### config.mk
export PLATFORM = sky130hd
export DESIGN_NAME = f_stage_flat
export DESIGN_NICKNAME = d
export VERILOG_FILES = /design/src/rtl/f_stage_pkg.sv /design/src/rtl/f_stage_if.sv /design/src/rtl/f_pc_reg.sv /design/src/rtl/f_stage.sv /design/src/flat_wrapper.sv
export SDC_FILE = /design/constraint.sdc
export NUM_CORES = 1
export LEC_CHECK = 0
export BUFFER_PORTS_ARGS = -buffer_cell sky130_fd_sc_hd__buf_2
export CAP_MARGIN = 5
export CORE_AREA = 2 2 100 102
export CTS_CLUSTER_SIZE = 10
export DETAILED_ROUTE_END_ITERATION = 8
export DIE_AREA = 0 0 102 104
export GPL_TIMING_DRIVEN = 0
export PLACE_DENSITY = 0.66
export SKIP_LAST_GASP = 1
export SYNTH_ARGS = -nofsm -noshare
export SYNTH_HDL_FRONTEND = slang
export SYNTH_HIERARCHICAL = 1
export SYNTH_SLANG_ARGS = --single-unit
### constraint.sdc
create_clock -name clk -period 8.83 [get_ports clk]
set_clock_uncertainty 0.05 [all_clocks]
set_input_delay 2.649 -clock clk [delete_from_list [all_inputs] [get_ports clk]]
set_output_delay 2.649 -clock clk [all_outputs]
set_load 0.05 [all_outputs]
### src/rtl/f_stage_pkg.sv
// Shared pipeline constants: fetch address map, exception codes, next-PC select.
package f_stage_pkg;

  localparam logic [31:0] RESET_PC   = 32'h0000_3000;
  localparam logic [31:0] HANDLER_PC = 32'h0000_4180;
  localparam logic [31:0] IM_BASE    = 32'h0000_3000;
  localparam logic [31:0] IM_LIMIT   = 32'h0000_6FFC;

  localparam logic [4:0] EXC_INT  = 5'd0;
  localparam logic [4:0] EXC_ADEL = 5'd4;
  localparam logic [4:0] EXC_ADES = 5'd5;
  localparam logic [4:0] EXC_RI   = 5'd10;
  localparam logic [4:0] EXC_OV   = 5'd12;

  // Source of the next PC, listed from highest to lowest priority.
  typedef enum logic [2:0] {
    NPC_RESET,
    NPC_HANDLER,
    NPC_EPC,
    NPC_HOLD,
    NPC_TARGET,
    NPC_SEQ
  } npc_sel_e;

  // Misaligned or outside the instruction memory window.
  function automatic logic addr_err(input logic [31:0] a,
                                    input logic [31:0] base,
                                    input logic [31:0] limit);
    return (a[1:0] != 2'b00) || (a < base) || (a > limit);
  endfunction

endpackage

### src/rtl/f_stage_if.sv
// Fetch-stage bus: D-stage control in, instruction memory, IF/ID bundle out.
interface f_stage_if;
  import f_stage_pkg::*;

  logic        stall;
  logic        req;
  logic        eret_D;
  logic [31:0] epc;
  logic        redirect_D;
  logic [31:0] target_D;
  logic        is_bj_D;
  logic [31:0] i_addr;
  logic [31:0] i_data;
  logic [31:0] instr_F;
  logic [31:0] pc_F;
  logic [4:0]  excode_F;
  logic        delay_F;

  // Fetch stage side.
  modport slave (
    input  stall, req, eret_D, epc, redirect_D, target_D, is_bj_D, i_data,
    output i_addr, instr_F, pc_F, excode_F, delay_F
  );

  // Pipeline / memory side.
  modport master (
    output stall, req, eret_D, epc, redirect_D, target_D, is_bj_D, i_data,
    input  i_addr, instr_F, pc_F, excode_F, delay_F
  );
endinterface

### src/rtl/f_pc_reg.sv
// PC register with the prioritised next-PC mux.
module f_pc_reg
  import f_stage_pkg::*;
#(
  parameter logic [31:0] RESET_PC   = f_stage_pkg::RESET_PC,
  parameter logic [31:0] HANDLER_PC = f_stage_pkg::HANDLER_PC
) (
  input  logic        clk,
  input  logic        reset,
  input  logic        stall,
  input  logic        req,
  input  logic        eret,
  input  logic [31:0] epc,
  input  logic        redirect,
  input  logic [31:0] target,
  output logic [31:0] pc
);

  npc_sel_e    sel;
  logic [31:0] pc_nxt;

  // Priority select: exception and eret both bypass stall, since they flush/leave D.
  always_comb begin
    sel = NPC_SEQ;
    if (reset)         sel = NPC_RESET;
    else if (req)      sel = NPC_HANDLER;
    else if (eret)     sel = NPC_EPC;
    else if (stall)    sel = NPC_HOLD;
    else if (redirect) sel = NPC_TARGET;

    pc_nxt = pc + 32'd4;
    unique case (sel)
      NPC_RESET:   pc_nxt = RESET_PC;
      NPC_HANDLER: pc_nxt = HANDLER_PC;
      NPC_EPC:     pc_nxt = epc;
      NPC_HOLD:    pc_nxt = pc;
      NPC_TARGET:  pc_nxt = target;
      default:     pc_nxt = pc + 32'd4;
    endcase
  end

  // PC is the only architectural state in fetch; reset folds into the mux.
  always_ff @(posedge clk) begin
    pc <= pc_nxt;
  end

endmodule

### src/rtl/f_stage.sv
// Instruction fetch: PC, fetch address error check, eret squash, delay-slot flag.
module f_stage
  import f_stage_pkg::*;
#(
  parameter logic [31:0] RESET_PC   = f_stage_pkg::RESET_PC,
  parameter logic [31:0] HANDLER_PC = f_stage_pkg::HANDLER_PC,
  parameter logic [31:0] IM_BASE    = f_stage_pkg::IM_BASE,
  parameter logic [31:0] IM_LIMIT   = f_stage_pkg::IM_LIMIT,
  parameter logic [4:0]  EXC_ADEL   = f_stage_pkg::EXC_ADEL
) (
  input  logic     clk,
  input  logic     reset,
  f_stage_if.slave bus
);

  logic [31:0] pc;
  logic        adel;

  f_pc_reg #(
    .RESET_PC   (RESET_PC),
    .HANDLER_PC (HANDLER_PC)
  ) u_pc_reg (
    .clk      (clk),
    .reset    (reset),
    .stall    (bus.stall),
    .req      (bus.req),
    .eret     (bus.eret_D),
    .epc      (bus.epc),
    .redirect (bus.redirect_D),
    .target   (bus.target_D),
    .pc       (pc)
  );

  assign adel       = addr_err(pc, IM_BASE, IM_LIMIT);
  assign bus.i_addr = pc;

  // IF/ID bundle. pc_F always carries pc so CP0 gets BadVAddr/EPC even when
  // the word is squashed. The eret slot is squashed outright, so it raises no
  // AdEL; the delay flag ignores AdEL so EPC can still point at the branch.
  always_comb begin
    bus.pc_F     = pc;
    bus.instr_F  = bus.i_data;
    bus.excode_F = EXC_INT;
    bus.delay_F  = bus.is_bj_D & ~bus.eret_D;
    if (bus.eret_D) begin
      bus.instr_F = 32'h0;
    end else if (adel) begin
      bus.instr_F  = 32'h0;
      bus.excode_F = EXC_ADEL;
    end
  end

endmodule
### src/flat_wrapper.sv
// flat-port wrapper written by rule: the top's interface ports become plain ports
module f_stage_flat import f_stage_pkg::*;
#(
  parameter logic [31:0] RESET_PC   = f_stage_pkg::RESET_PC,
  parameter logic [31:0] HANDLER_PC = f_stage_pkg::HANDLER_PC,
  parameter logic [31:0] IM_BASE    = f_stage_pkg::IM_BASE,
  parameter logic [31:0] IM_LIMIT   = f_stage_pkg::IM_LIMIT,
  parameter logic [4:0]  EXC_ADEL   = f_stage_pkg::EXC_ADEL
)
  (clk, reset, bus_stall, bus_req, bus_eret_D, bus_epc, bus_redirect_D, bus_target_D, bus_is_bj_D, bus_i_data, bus_i_addr, bus_instr_F, bus_pc_F, bus_excode_F, bus_delay_F);
  f_stage_if bus_i ();
  input  logic clk;
  input  logic reset;
  input wire logic [$bits(bus_i.stall)-1:0] bus_stall;
  input wire logic [$bits(bus_i.req)-1:0] bus_req;
  input wire logic [$bits(bus_i.eret_D)-1:0] bus_eret_D;
  input wire logic [$bits(bus_i.epc)-1:0] bus_epc;
  input wire logic [$bits(bus_i.redirect_D)-1:0] bus_redirect_D;
  input wire logic [$bits(bus_i.target_D)-1:0] bus_target_D;
  input wire logic [$bits(bus_i.is_bj_D)-1:0] bus_is_bj_D;
  input wire logic [$bits(bus_i.i_data)-1:0] bus_i_data;
  output wire logic [$bits(bus_i.i_addr)-1:0] bus_i_addr;
  output wire logic [$bits(bus_i.instr_F)-1:0] bus_instr_F;
  output wire logic [$bits(bus_i.pc_F)-1:0] bus_pc_F;
  output wire logic [$bits(bus_i.excode_F)-1:0] bus_excode_F;
  output wire logic [$bits(bus_i.delay_F)-1:0] bus_delay_F;
  assign bus_i.stall = bus_stall;
  assign bus_i.req = bus_req;
  assign bus_i.eret_D = bus_eret_D;
  assign bus_i.epc = bus_epc;
  assign bus_i.redirect_D = bus_redirect_D;
  assign bus_i.target_D = bus_target_D;
  assign bus_i.is_bj_D = bus_is_bj_D;
  assign bus_i.i_data = bus_i_data;
  assign bus_i_addr = bus_i.i_addr;
  assign bus_instr_F = bus_i.instr_F;
  assign bus_pc_F = bus_i.pc_F;
  assign bus_excode_F = bus_i.excode_F;
  assign bus_delay_F = bus_i.delay_F;
  f_stage #(.RESET_PC(RESET_PC), .HANDLER_PC(HANDLER_PC), .IM_BASE(IM_BASE), .IM_LIMIT(IM_LIMIT), .EXC_ADEL(EXC_ADEL)) u_core (.clk(clk), .reset(reset), .bus(bus_i));
endmodule
# Word-level counts from Yosys, hierarchy flattened
# Index checks and enable logic that the tools add are counted.
# classes
reduce_logical	4
add_sub_neg	1
n_lt_le_gt_ge	2
n_eq_ne	4
bitwise	2
mux	10
# ops
cell	count
$pmux W32 S5	1
$mux W32	2
$add A32 B3 Y32 const B	1
$gt A32 B15 Y1 const B	1
$lt A32 B14 Y1 const B	1
$mux W3	5
$eq A3 B2 Y1 const B	2
$mux W5	1
$eq A3 B1 Y1 const B	1
$eq A3 B3 Y1 const B	1
$logic_not A3 Y1	1
$logic_or A1 B1 Y1	2
$reduce_bool A2 Y1	1
$and A1 B1 Y1	1
$mux W1	1
$not A1 Y1	1
# totals
out_inout_bits	102
wordCells	24
reg_bits	32
input_bits	103

# Longest topological paths before layout
# depth
ltp_word	7
mapped_depth	7
mapped_depth_nobuf	5

# Cells and area by module
# The synthesis kept the hierarchy.
# modules_own_cells
module	cells_per_inst	instances	area_per_inst_um2
f_pc_reg	224	1	2240.9
f_stage	122	1	988.4

# Worst setup path after synthesis
# OpenSTA, ideal clock, no wires.
# synth_path
path_kind	input -> output
startpoint	in bus_eret_D
endpoint	out bus_instr_F[0]
path_stages	2
setup_slack_ps	1783
t_required_ps	6131
arrival_time_ps	4348
path_buffers	1
path_cell_list	clkbuf_1 > nor4_1
# synth_via
elab_chain_cells	1
# synth_lines
element	line_no	source
from (decl)	flat_wrapper.sv:16	input wire logic [$bits(bus_i.eret_D)-1:0] bus_eret_D;
$mux W32	f_stage.sv:45	if (bus.eret_D) begin
to (decl)	flat_wrapper.sv:23	output wire logic [$bits(bus_i.instr_F)-1:0] bus_instr_F;
# Every way passes these cells.

# Worst setup path after layout
# layout_path
startpoint	in bus_eret_D
endpoint	out bus_instr_F[27]
# Same word-level chain as after synthesis.

==> summary.txt <==
Outcome
  • Status: finished clean

Routing
  • Starting DRT DRC Count: 215
  • Total number of vias: 3604
  • Routed wire per std cell: 15.9 um
  • Pre-antenna DRT Iters: 4
  • WL final: 11000 um
  • Residual DRC count: 0
  • ANT nets after route: 0
  • Avg Vias per Cell: 5.21

Worst hold path
  • Hold Crit Class: flop to flop

Logic synthesis
  • Post-Syn Area: 3230 sq um
  • Fraction of registers with async set/reset: 0
  • Synth Area in Adders: 0.00387
  • Netlist cell types: 51
  • Post-synthesis sequential area ratio: 0.298
  • Post-synth EDFFs: 32
  • FF+latch count, synth: 32
  • Syn. warnings: 6
  • Share of the synthesized area in the top cell type: 0.298
  • Prevailing post-synth register cell: edfxtp_1
  • Cell taking the most area after synthesis: edfxtp_1
  • Fraction of the mapped netlist area in compound gates: 0.148
  • Simple-gate portion of the synthesized area: 0.333
  • Largest family of logic cells by synthesized area: simple AND/OR/NAND/NOR gates
  • Cells after Synth: 346
  • Synth Area in XOR/XNOR: 0.0353
  • Post-synthesis mux area share: 0.00310
  • Synth area leaders: edfxtp_1, nor4_2, buf_4
  • Syn_area_per_cell: 9.33 sq um

GRT
  • Largest net degree at the start of global routing: 27
  • Vias in the first global route: 3302
  • Global route total overflow: 0
  • Initial antenna violation count: 2
  • Global-route wire length before repair: 16700 um
  • All-Layer GR Usage: 0.198

STA
  • Max-slew violation count: 0
  • Total Neg Setup Slack: 0 ps
  • Relative max-transition margin: 0.555
  • Fin. Hold Viols: 0
  • Worst-margin pin slew: 668 ps
  • RSZ-0062 raised after global routing: false
  • Min Tclk post-route: 6820 ps
  • Fmax: 0.147 GHz
  • Final setup fails: 0
  • Final period utilization: 0.772

Clock network
  • Register clock-pin slew on the reported worst setup and hold paths: 60 ps
  • Postcts setup bufs: 0
  • TritonCTS buffer count: 5
  • Clock latency at the later pin of the worst-skew pair: 280 ps
  • Post-CTS sizing: 0
  • Longest Clk Path Bufs: 2
  • H-tree depth: 2
  • Clk sink count: 32
  • Cts-stage hold buffer count: 0
  • CTS tree: yes
  • Root Buffer: clkbuf_8

Finish
  • Largest register FFs: 32
  • Final Core Density: 0.474
  • Finished Cell Area: 4520 sq um
  • Biggest regs: u_core/u_pc_reg/pc (32)
  • Fillers: 985
  • Total Nets Final: 661
  • Area delta synth->final: 40.0%
  • Top reg by flops: u_core/u_pc_reg/pc
  • Most common cell after layout, fill and taps aside: buf_2
  • Layout cell share with drive strength beyond 1: 0.536
  • Most frequent cells in the layout: buf_2, buf_4, inv_1, edfxtp_1, nand3_1

Placed design
  • Gpl congestion: 0.825
  • Input/output buffers: 200
  • Final HPWL DP: 8810 um
  • Placed Area: 4440 sq um

Critical path
  • Critical path type: primary input to output pin
  • Worst Path Required: 6130 ps
  • Critical path startpoint category: primary input
  • CP Capture Type: output pin
  • Worst EP arrival: 4120 ps
  • CP max FO: 10

Die
  • Core Footprint: 9550 sq um
  • Die height: 104 um
  • Starting Density: 0.338
  • Die area: 10600 sq um
  • Die Width: 102 um
  • Row count: 36
  • # IOs: 205

Pwr
  • P per Cell Area: 120 nW/um^2
  • Leak: 2.17 nW
  • Maximum VDD drop: 0.0515 mV

Run
  • Max-cap check violation count: 0
through the flow:
stage / std cells / worst slack, ps / total power [mW] / hold slack, ps
detailed placement: 683 / 1980 / 0.439 / 672
global placement: 682 / 2070 / 0.436 / 652
CTS: 691 / 1980 / 0.548 / 687
global route: 692 / 1870 / 0.570 / 736
finish: 692 / 2010 / 0.545 / 679
floorplan: 349 / 1780 / 0.371 / 910
critical path, stage by stage:
cell and delay, ps:
buf_2 220, clkbuf_1 300, buf_1 560, nor4_2 140, buf_2 250
kinds of logic (layout without fill, tap and decap cells):
logic type | after synthesis | in the layout
xor+xnor | 13 | 13
mux | 1 | 1
simple gates | 136 | 136
buf+inv | 97 | 306
other cells | 1 | 5
compound gates | 65 | 65
fa+ha+maj | 1 | 1
flops | 32 | 32
metal layers:
metal / up-vias / GRT usage / part of all wire
li1: 1717 / - / -
met1: 1701 / 0.246 / 0.41
met2: 180 / 0.352 / 0.51
met3: 4 / 0.0450 / 0.084
met4: 2 / 0.0295 / 0.0030
met5: - / 0 / 0.0012
where the power goes:
part	switching (mW)	internal [mW]	leakage (nW)
clock network	0.0549	0.0549	0.0399
logic	0.158	0.0731	1.76
registers	0.0229	0.180	0.370
cell usage after synthesis (9+ instances only):
cell	n
nor4_2	29
edfxtp_1	32
nand3_1	30
buf_4	37
inv_1	34
o21ai_0	9
or4_1	10
nor3_1	10
buf_6	9
xnor2_1	9
a22oi_1	21
worst paths after layout:
| kind | slack, ps | endpoint | depth (start not counted) | from |
|---|---|---|---|---|
| max | 2010 | bus_instr_F[27] | 5 | bus_eret_D |
| min | 680 | u_core/u_pc_reg/pc[19] | 2 | u_core/u_pc_reg/pc[19] |
| max reg2reg | 6610 | u_core/u_pc_reg/pc[24] | 6 | u_core/u_pc_reg/pc[14] |
| min reg2reg | 680 | u_core/u_pc_reg/pc[19] | 2 | u_core/u_pc_reg/pc[19] |
area by class of cell:
cell class | instances | area (sq um) | share of cell area
Tap cell | 133 | 166 | 0.0368
Sequential cell | 32 | 961 | 0.213
Clock inverter | 1 | 3.75 | 0.000830
Clock buffer | 7 | 76.3 | 0.0169
Buffer | 62 | 444 | 0.0982
Multi-Input combinational cell | 220 | 1720 | 0.379
Inverter | 35 | 131 | 0.0291
Timing Repair Buffer | 201 | 1020 | 0.226
Antenna cell | 1 | 2.50 | 0.000553
Note: power is estimated with default switching activity, not from simulation.
